### config.mk
export PLATFORM = sky130hd
export DESIGN_NAME = voice_allocator
export DESIGN_NICKNAME = d
export VERILOG_FILES = /design/src/rtl/voice_pkg.sv /design/src/rtl/voice_slot.sv /design/src/rtl/voice_allocator.sv
export SDC_FILE = /design/constraint.sdc
export NUM_CORES = 1
export LEC_CHECK = 0
export BUFFER_PORTS_ARGS = -buffer_cell sky130_fd_sc_hd__buf_2
export CORE_AREA = 2 2 201 242
export CTS_BUF_LIST = sky130_fd_sc_hd__clkbuf_8
export CTS_CLUSTER_SIZE = 24
export DETAILED_ROUTE_END_ITERATION = 10
export DIE_AREA = 0 0 203 244
export GPL_TIMING_DRIVEN = 1
export HOLD_SLACK_MARGIN = 0.03
export PLACE_DENSITY = 0.51
export SETUP_SLACK_MARGIN = 0.4
export SLEW_MARGIN = 20
export SYNTH_ARGS = -nofsm -noshare
export SYNTH_HDL_FRONTEND = slang
export SYNTH_HIERARCHICAL = 1
export SYNTH_SLANG_ARGS = --single-unit
export TNS_END_PERCENT = 30
### constraint.sdc
create_clock -name clk -period 2.3 [get_ports clk]
set_input_delay 0.345 -clock clk [delete_from_list [all_inputs] [get_ports clk]]
set_output_delay 0.345 -clock clk [all_outputs]
set_load 0.05 [all_outputs]
### src/rtl/voice_pkg.sv
// ============================================================================
// voice_pkg
// Shared types and constants for the polyphonic voice allocator.
// Revision: 1.0 - initial release
// ============================================================================
`default_nettype none

package voice_pkg;

  // Life cycle of one oscillator voice
  typedef enum logic [1:0] {
    V_FREE      = 2'd0,
    V_HELD      = 2'd1,
    V_RELEASING = 2'd2
  } voice_state_t;

  // Allocator control states
  typedef enum logic [1:0] {
    S_IDLE   = 2'd0,
    S_SCAN   = 2'd1,
    S_COMMIT = 2'd2
  } alloc_state_t;

  // Widest frequency / velocity words a note event can carry
  localparam int EV_FREQ_W = 32;
  localparam int EV_VEL_W  = 16;

  typedef struct packed {
    logic                 on;
    logic [6:0]           note;
    logic [EV_FREQ_W-1:0] freq;
    logic [EV_VEL_W-1:0]  velocity;
  } note_event_t;

  localparam logic [7:0] DROP_CNT_MAX = 8'd255;

endpackage

`default_nettype wire

### src/rtl/voice_slot.sv
// ============================================================================
// voice_slot
// Per-voice register file: state, note, age, frequency, velocity and the
// pending release-complete bit.
// Revision: 1.0 - initial release
// ============================================================================
`default_nettype none

module voice_slot
  import voice_pkg::*;
#(
  parameter int FREQ_W = 16,
  parameter int VEL_W  = 8,
  parameter int AGE_W  = 8
) (
  input  logic              clk,
  input  logic              rst,
  input  logic              idle,
  input  logic              load,
  input  logic              rel,
  input  logic              age_inc,
  input  logic              done,
  input  logic [6:0]        load_note,
  input  logic [FREQ_W-1:0] load_freq,
  input  logic [VEL_W-1:0]  load_velocity,
  output voice_state_t      state,
  output logic [6:0]        note,
  output logic [AGE_W-1:0]  age,
  output logic [FREQ_W-1:0] freq,
  output logic [VEL_W-1:0]  velocity,
  output logic              gate,
  output logic              env_reset
);

  localparam logic [AGE_W-1:0] AGE_MAX = {AGE_W{1'b1}};

  logic pending;

  // Voice registers: load on note-on, release on note-off, retire on done
  always_ff @(posedge clk) begin
    if (rst) begin
      state     <= V_FREE;
      note      <= '0;
      age       <= '0;
      freq      <= '0;
      velocity  <= '0;
      pending   <= 1'b0;
      env_reset <= 1'b0;
    end else begin
      env_reset <= load;
      if (load) begin
        // Retrigger or steal: any latched release-complete is now stale
        state    <= V_HELD;
        note     <= load_note;
        freq     <= load_freq;
        velocity <= load_velocity;
        age      <= '0;
        pending  <= 1'b0;
      end else begin
        if (rel && state == V_HELD) begin
          state <= V_RELEASING;
        end
        if (age_inc && state != V_FREE && age != AGE_MAX) begin
          age <= age + 1'b1;
        end
        if (idle) begin
          if ((done || pending) && state == V_RELEASING) begin
            state <= V_FREE;
          end
          pending <= 1'b0;
        end else if (done && state == V_RELEASING) begin
          // Defer retirement so the voice set stays stable during a scan
          pending <= 1'b1;
        end
      end
    end
  end

  assign gate = (state == V_HELD);

endmodule

`default_nettype wire

### src/rtl/voice_allocator.sv
// ============================================================================
// voice_allocator
// Assigns note-on/note-off events to N_VOICES oscillator voices with a
// sequential one-voice-per-cycle scan. Optional voice stealing is enabled
// by defining VOICE_STEAL_EN.
// Revision: 1.0 - initial release
// ============================================================================
`default_nettype none

module voice_allocator
  import voice_pkg::*;
#(
  parameter int N_VOICES = 8,
  parameter int FREQ_W   = 16,
  parameter int VEL_W    = 8,
  parameter int AGE_W    = 8
) (
  input  logic                         clk,
  input  logic                         rst,
  input  logic                         ev_valid,
  output logic                         ev_ready,
  input  logic                         ev_on,
  input  logic [6:0]                   ev_note,
  input  logic [FREQ_W-1:0]            ev_freq,
  input  logic [VEL_W-1:0]             ev_velocity,
  input  logic [N_VOICES-1:0]          voice_done,
  output logic [N_VOICES-1:0]          voice_gate,
  output logic [N_VOICES*FREQ_W-1:0]   voice_freq,
  output logic [N_VOICES*VEL_W-1:0]    voice_velocity,
  output logic [N_VOICES-1:0]          env_reset,
  output logic [7:0]                   drop_count
);

  localparam int IDX_W = (N_VOICES > 1) ? $clog2(N_VOICES) : 1;
  localparam logic [IDX_W-1:0] LAST_IDX = IDX_W'(N_VOICES - 1);

  alloc_state_t state, next_state;
  logic accept, in_idle, in_commit, last_idx;

  // Captured event
  logic              ev_on_q;
  logic [6:0]        ev_note_q;
  logic [FREQ_W-1:0] ev_freq_q;
  logic [VEL_W-1:0]  ev_vel_q;

  // Scan trackers
  logic [IDX_W-1:0] idx;
  logic             on_hit, off_hit, free_hit;
  logic [IDX_W-1:0] on_idx, off_idx, free_idx;
  logic             tgt_hit;
  logic [IDX_W-1:0] tgt_idx;
  logic             drop;

  // Per-voice views
  voice_state_t     v_state [N_VOICES];
  logic [6:0]       v_note  [N_VOICES];
  logic [AGE_W-1:0] v_age   [N_VOICES];
  logic [N_VOICES-1:0] load_vec, rel_vec, age_vec;

  voice_state_t cur_state;
  logic [6:0]   cur_note;

  assign cur_state = v_state[idx];
  assign cur_note  = v_note[idx];
  assign last_idx  = (idx == LAST_IDX);
  assign in_idle   = (state == S_IDLE);
  assign in_commit = (state == S_COMMIT);

`ifdef VOICE_STEAL_EN
  logic             rel_hit, held_hit;
  logic [IDX_W-1:0] rel_idx, held_idx;
  logic [AGE_W-1:0] rel_age, held_age, cur_age;
  assign cur_age = v_age[idx];
`else
  logic [N_VOICES-1:0] unused_age;
`endif

  // Control state register
  always_ff @(posedge clk) begin
    if (rst) state <= S_IDLE;
    else     state <= next_state;
  end

  // Next-state and handshake decode
  always_comb begin
    next_state = state;
    ev_ready   = 1'b0;
    accept     = 1'b0;
    case (state)
      S_IDLE: begin
        ev_ready = 1'b1;
        if (ev_valid) begin
          accept     = 1'b1;
          next_state = S_SCAN;
        end
      end
      S_SCAN:   if (last_idx) next_state = S_COMMIT;
      S_COMMIT: next_state = S_IDLE;
      default:  next_state = S_IDLE;
    endcase
  end

  // Event capture and one-voice-per-cycle candidate tracking
  always_ff @(posedge clk) begin
    if (rst || accept) begin
      idx      <= '0;
      on_hit   <= 1'b0;
      off_hit  <= 1'b0;
      free_hit <= 1'b0;
      on_idx   <= '0;
      off_idx  <= '0;
      free_idx <= '0;
`ifdef VOICE_STEAL_EN
      rel_hit  <= 1'b0;
      held_hit <= 1'b0;
      rel_idx  <= '0;
      held_idx <= '0;
      rel_age  <= '0;
      held_age <= '0;
`endif
    end else if (state == S_SCAN) begin
      idx <= idx + 1'b1;
      if (!on_hit && cur_state != V_FREE && cur_note == ev_note_q) begin
        on_hit <= 1'b1;
        on_idx <= idx;
      end
      if (!off_hit && cur_state == V_HELD && cur_note == ev_note_q) begin
        off_hit <= 1'b1;
        off_idx <= idx;
      end
      if (!free_hit && cur_state == V_FREE) begin
        free_hit <= 1'b1;
        free_idx <= idx;
      end
`ifdef VOICE_STEAL_EN
      // Strictly-greater comparison keeps the lowest index on age ties
      if (cur_state == V_RELEASING && (!rel_hit || cur_age > rel_age)) begin
        rel_hit <= 1'b1;
        rel_idx <= idx;
        rel_age <= cur_age;
      end
      if (cur_state == V_HELD && (!held_hit || cur_age > held_age)) begin
        held_hit <= 1'b1;
        held_idx <= idx;
        held_age <= cur_age;
      end
`endif
    end
  end

  // Event register loads only on acceptance
  always_ff @(posedge clk) begin
    if (rst) begin
      ev_on_q   <= 1'b0;
      ev_note_q <= '0;
      ev_freq_q <= '0;
      ev_vel_q  <= '0;
    end else if (accept) begin
      ev_on_q   <= ev_on;
      ev_note_q <= ev_note;
      ev_freq_q <= ev_freq;
      ev_vel_q  <= ev_velocity;
    end
  end

  // Note-on target selection: retrigger, then free voice, then steal
  always_comb begin
    tgt_hit = 1'b0;
    tgt_idx = '0;
    if (on_hit) begin
      tgt_hit = 1'b1;
      tgt_idx = on_idx;
    end else if (free_hit) begin
      tgt_hit = 1'b1;
      tgt_idx = free_idx;
    end
`ifdef VOICE_STEAL_EN
    else if (rel_hit) begin
      tgt_hit = 1'b1;
      tgt_idx = rel_idx;
    end else if (held_hit) begin
      tgt_hit = 1'b1;
      tgt_idx = held_idx;
    end
`endif
  end

  assign drop = in_commit && ev_on_q && !tgt_hit;

  // Saturating count of note-ons that found no voice
  always_ff @(posedge clk) begin
    if (rst)                                     drop_count <= '0;
    else if (drop && drop_count != DROP_CNT_MAX) drop_count <= drop_count + 1'b1;
  end

  for (genvar i = 0; i < N_VOICES; i++) begin : g_slot
    assign load_vec[i] = in_commit && ev_on_q && tgt_hit && (tgt_idx == IDX_W'(i));
    assign age_vec[i]  = in_commit && ev_on_q && tgt_hit && (tgt_idx != IDX_W'(i));
    assign rel_vec[i]  = in_commit && !ev_on_q && off_hit && (off_idx == IDX_W'(i));

    voice_slot #(
      .FREQ_W(FREQ_W),
      .VEL_W (VEL_W),
      .AGE_W (AGE_W)
    ) u_slot (
      .clk          (clk),
      .rst          (rst),
      .idle         (in_idle),
      .load         (load_vec[i]),
      .rel          (rel_vec[i]),
      .age_inc      (age_vec[i]),
      .done         (voice_done[i]),
      .load_note    (ev_note_q),
      .load_freq    (ev_freq_q),
      .load_velocity(ev_vel_q),
      .state        (v_state[i]),
      .note         (v_note[i]),
      .age          (v_age[i]),
      .freq         (voice_freq[i*FREQ_W +: FREQ_W]),
      .velocity     (voice_velocity[i*VEL_W +: VEL_W]),
      .gate         (voice_gate[i]),
      .env_reset    (env_reset[i])
    );

`ifndef VOICE_STEAL_EN
    assign unused_age[i] = ^v_age[i];
`endif
  end

endmodule

`default_nettype wire

==> reports/results.tsv <==
stage	metric	value	unit
layout	regArea	6770	µm²
floorplan	io_pins	260	
sta	finalHoldViolations	0	
layout	area_delta_synth_final	39.1	%
layout	fillCellCount	4612	
yosys	synth.cell_area	13000	µm²
clocking	path_clk_slew	0.06	ns
route	routedWlPerCell	18.7	µm
sta	slew_headroom	0.545	
route	viasPerCell	4.52	
run	drv_cap	0	
worst_setup_path	crit_type	reg -> reg	
layout	finalNetCount	1725	
placed_design	hpwlAfterDp	26200	µm
layout	multiInputGateArea	6080	µm²
sta	rsz0062_at_grt	true	
worst_hold_path	hold_path.class	in -> reg	
sta	worst_pin_slew	0.680	ns
floorplan	row_count	87	
clocking	htree_levels	2	
worst_setup_path	max_stage_delay	0.49	ns
clocking	clock-sinks	337	
route	vias	10600	
layout	drive_above_1_share	0.302	
yosys	avgSynthCellArea	9.86	µm²
global_route	grt_max_degree	99	
sta	max_freq	0.460	GHz
route	antenna_left	0	
yosys	synth_fp_nets	1362	
sta	setup_ws	0.128	ns
placed_design	place.gp.congestion	0.759	
placed_design	port_buffers	259	
worst_setup_path	required	2.88	ns
route	drc	0	
floorplan	chipHeight	244	µm
route	first_pass_iters	5	
power	power.density	663	nW/µm²
floorplan	die_w	203	µm
outcome	status	complete, no violations	
worst_setup_path	crit_buf_inv	3	
floorplan	die_area	49500	µm²
route	drt_iter0_drc	394	
worst_setup_path	crit_family	multiplexers	
sta	fin_crit	2.17	ns
global_route	antenna_found_initial	3	
worst_setup_path	cp-end-kind	flop	
sta	whs	0.221	ns
clocking	cts_buffer_depth	3	
power	ir_worst_vdd	0.000714	V
route	routed_wl	43900	µm
placed_design	place_ws	-0.0569	ns
power	power	12.0	mW
global_route	grt_pass1_wl	61400	µm
clocking	cts_tree	yes	
sta	clock_skew	0.0351	ns
global_route	gr-total-overflow	0	
sta	setup_viol	0	
yosys	yosys_warnings	6	
worst_setup_path	critPathMaxFanout	7	
clocking	cts_root_buf	clkbuf_8	
global_route	grt_pass1_vias	10400	
worst_setup_path	path_cells	buf_6, mux2i_1, mux4_2, mux2i_2, buf_4, o211ai_1, nor4_4, buf_4, mux2i_1	
worst_setup_path	worst_setup_path_start_kind	flop	
clocking	clk-insertion-delay-late	0.65	ns
sta	setup_tns	0	ns
worst_setup_path	worstPathArrival	2.75	ns
sta	finalCritPeriodShare	0.944	
yosys	syn_inst	1316	
floorplan	core	46900	µm²
global_route	grt.total_usage	0.160	
floorplan	start_util	0.277	
clocking	numCtsBuffers	56	
worst_setup_path	cp_slowest_cell	mux4_2	
power	p_leak	6.99	nW
sta	finalMaxSlewViolations	0	
## layer usage
layer | part of all wire | wire length (µm) | vias up | GRT usage
li1 | - | - | 5155 | -
met1 | 0.42 | 18300 | 5079 | 0.185
met3 | 0.065 | 2870 | 85 | 0.0508
met2 | 0.48 | 21200 | 282 | 0.275
met5 | 0 | 0 | - | 0
met4 | 0.035 | 1560 | 0 | 0.0625
## sequential cells by signal (all words and copies together), names as in the netlist, 7 cells and up
name,cells
g_slot.u_slot/state,16
ev_note_q,7
g_slot.u_slot/env_reset,8
ev_vel_q,8
g_slot.u_slot/velocity,64
ev_freq_q,16
g_slot.u_slot/note,56
g_slot.u_slot/pending,8
g_slot.u_slot/freq,128
drop_count,8
## worst register-to-register path, stage by stage (launching register included)
cell and delay (ns):
dfxtp_4 0.42, buf_6 0.16, mux2i_1 0.07, mux4_2 0.49, mux2i_2 0.22, buf_4 0.14, o211ai_1 0.12, nor4_4 0.15
buf_4 0.18, mux2i_1 0.18
## path summary, 6_finish.rpt
check / cells after the start / slack [ns] / end / from
worst min register to register: 1 / 0.48 / off_hit / off_hit
worst max register to register: 9 / 0.13 / off_idx[2] / idx[1]
worst max-delay path: 9 / 0.13 / off_idx[2] / idx[1]
worst min-delay path: 4 / 0.22 / free_idx[0] / ev_valid
## timing repair
item,in CTS,in global routing
buffers inserted,18,21
cloned,8,13
hold endpoints to repair,49,0
setup endpoints to repair,262,292
resized for setup,48,124
pin swaps,6,159
hold buffers,41,0
## area by class of cell
| class | instances | share of cell area |
|---|---|---|
| Clock buffer | 75 | 0.0572 |
| Tap cell | 623 | 0.0432 |
| Clock inverter | 24 | 0.00783 |
| Timing Repair Buffer | 401 | 0.177 |
| Multi-Input combinational cell | 873 | 0.337 |
| Inverter | 10 | 0.00208 |
| Antenna cell | 2 | 0.000277 |
| Sequential cell | 337 | 0.375 |
## power by group
group | switching (mW) | internal, mW | leakage, nW | total, mW
clock network | 2.49 | 3.01 | 0.667 | 5.50
logic | 0.283 | 0.208 | 3.60 | 0.490
registers | 0.109 | 5.88 | 2.73 | 5.98
## cells in the final DEF, fill, tap and decap left out, drive strengths merged, types with 10 or more instances in the layout
cell type and n:
a21oi 54, buf 348, clkbuf 87, dfxtp 337, dlygate4sd3 41, inv 28, mux2i 283, mux4 10
nand2 91, nand2b 17, nor2 295, nor2b 12, nor3 23, o21ai 15
## stage by stage
| step | util | instance area [µm²] | instances |
|---|---|---|---|
| final | 0.385 | 18100 | 2345 |
| after global routing | 0.385 | 18100 | 2345 |
| after CTS | 0.366 | 17200 | 2309 |
| after global placement | 0.322 | 15100 | 2143 |
| after floorplan | - | 13000 | 1316 |
| after detailed placement | 0.322 | 15100 | 2143 |
Power figures use the tool's default switching activity.
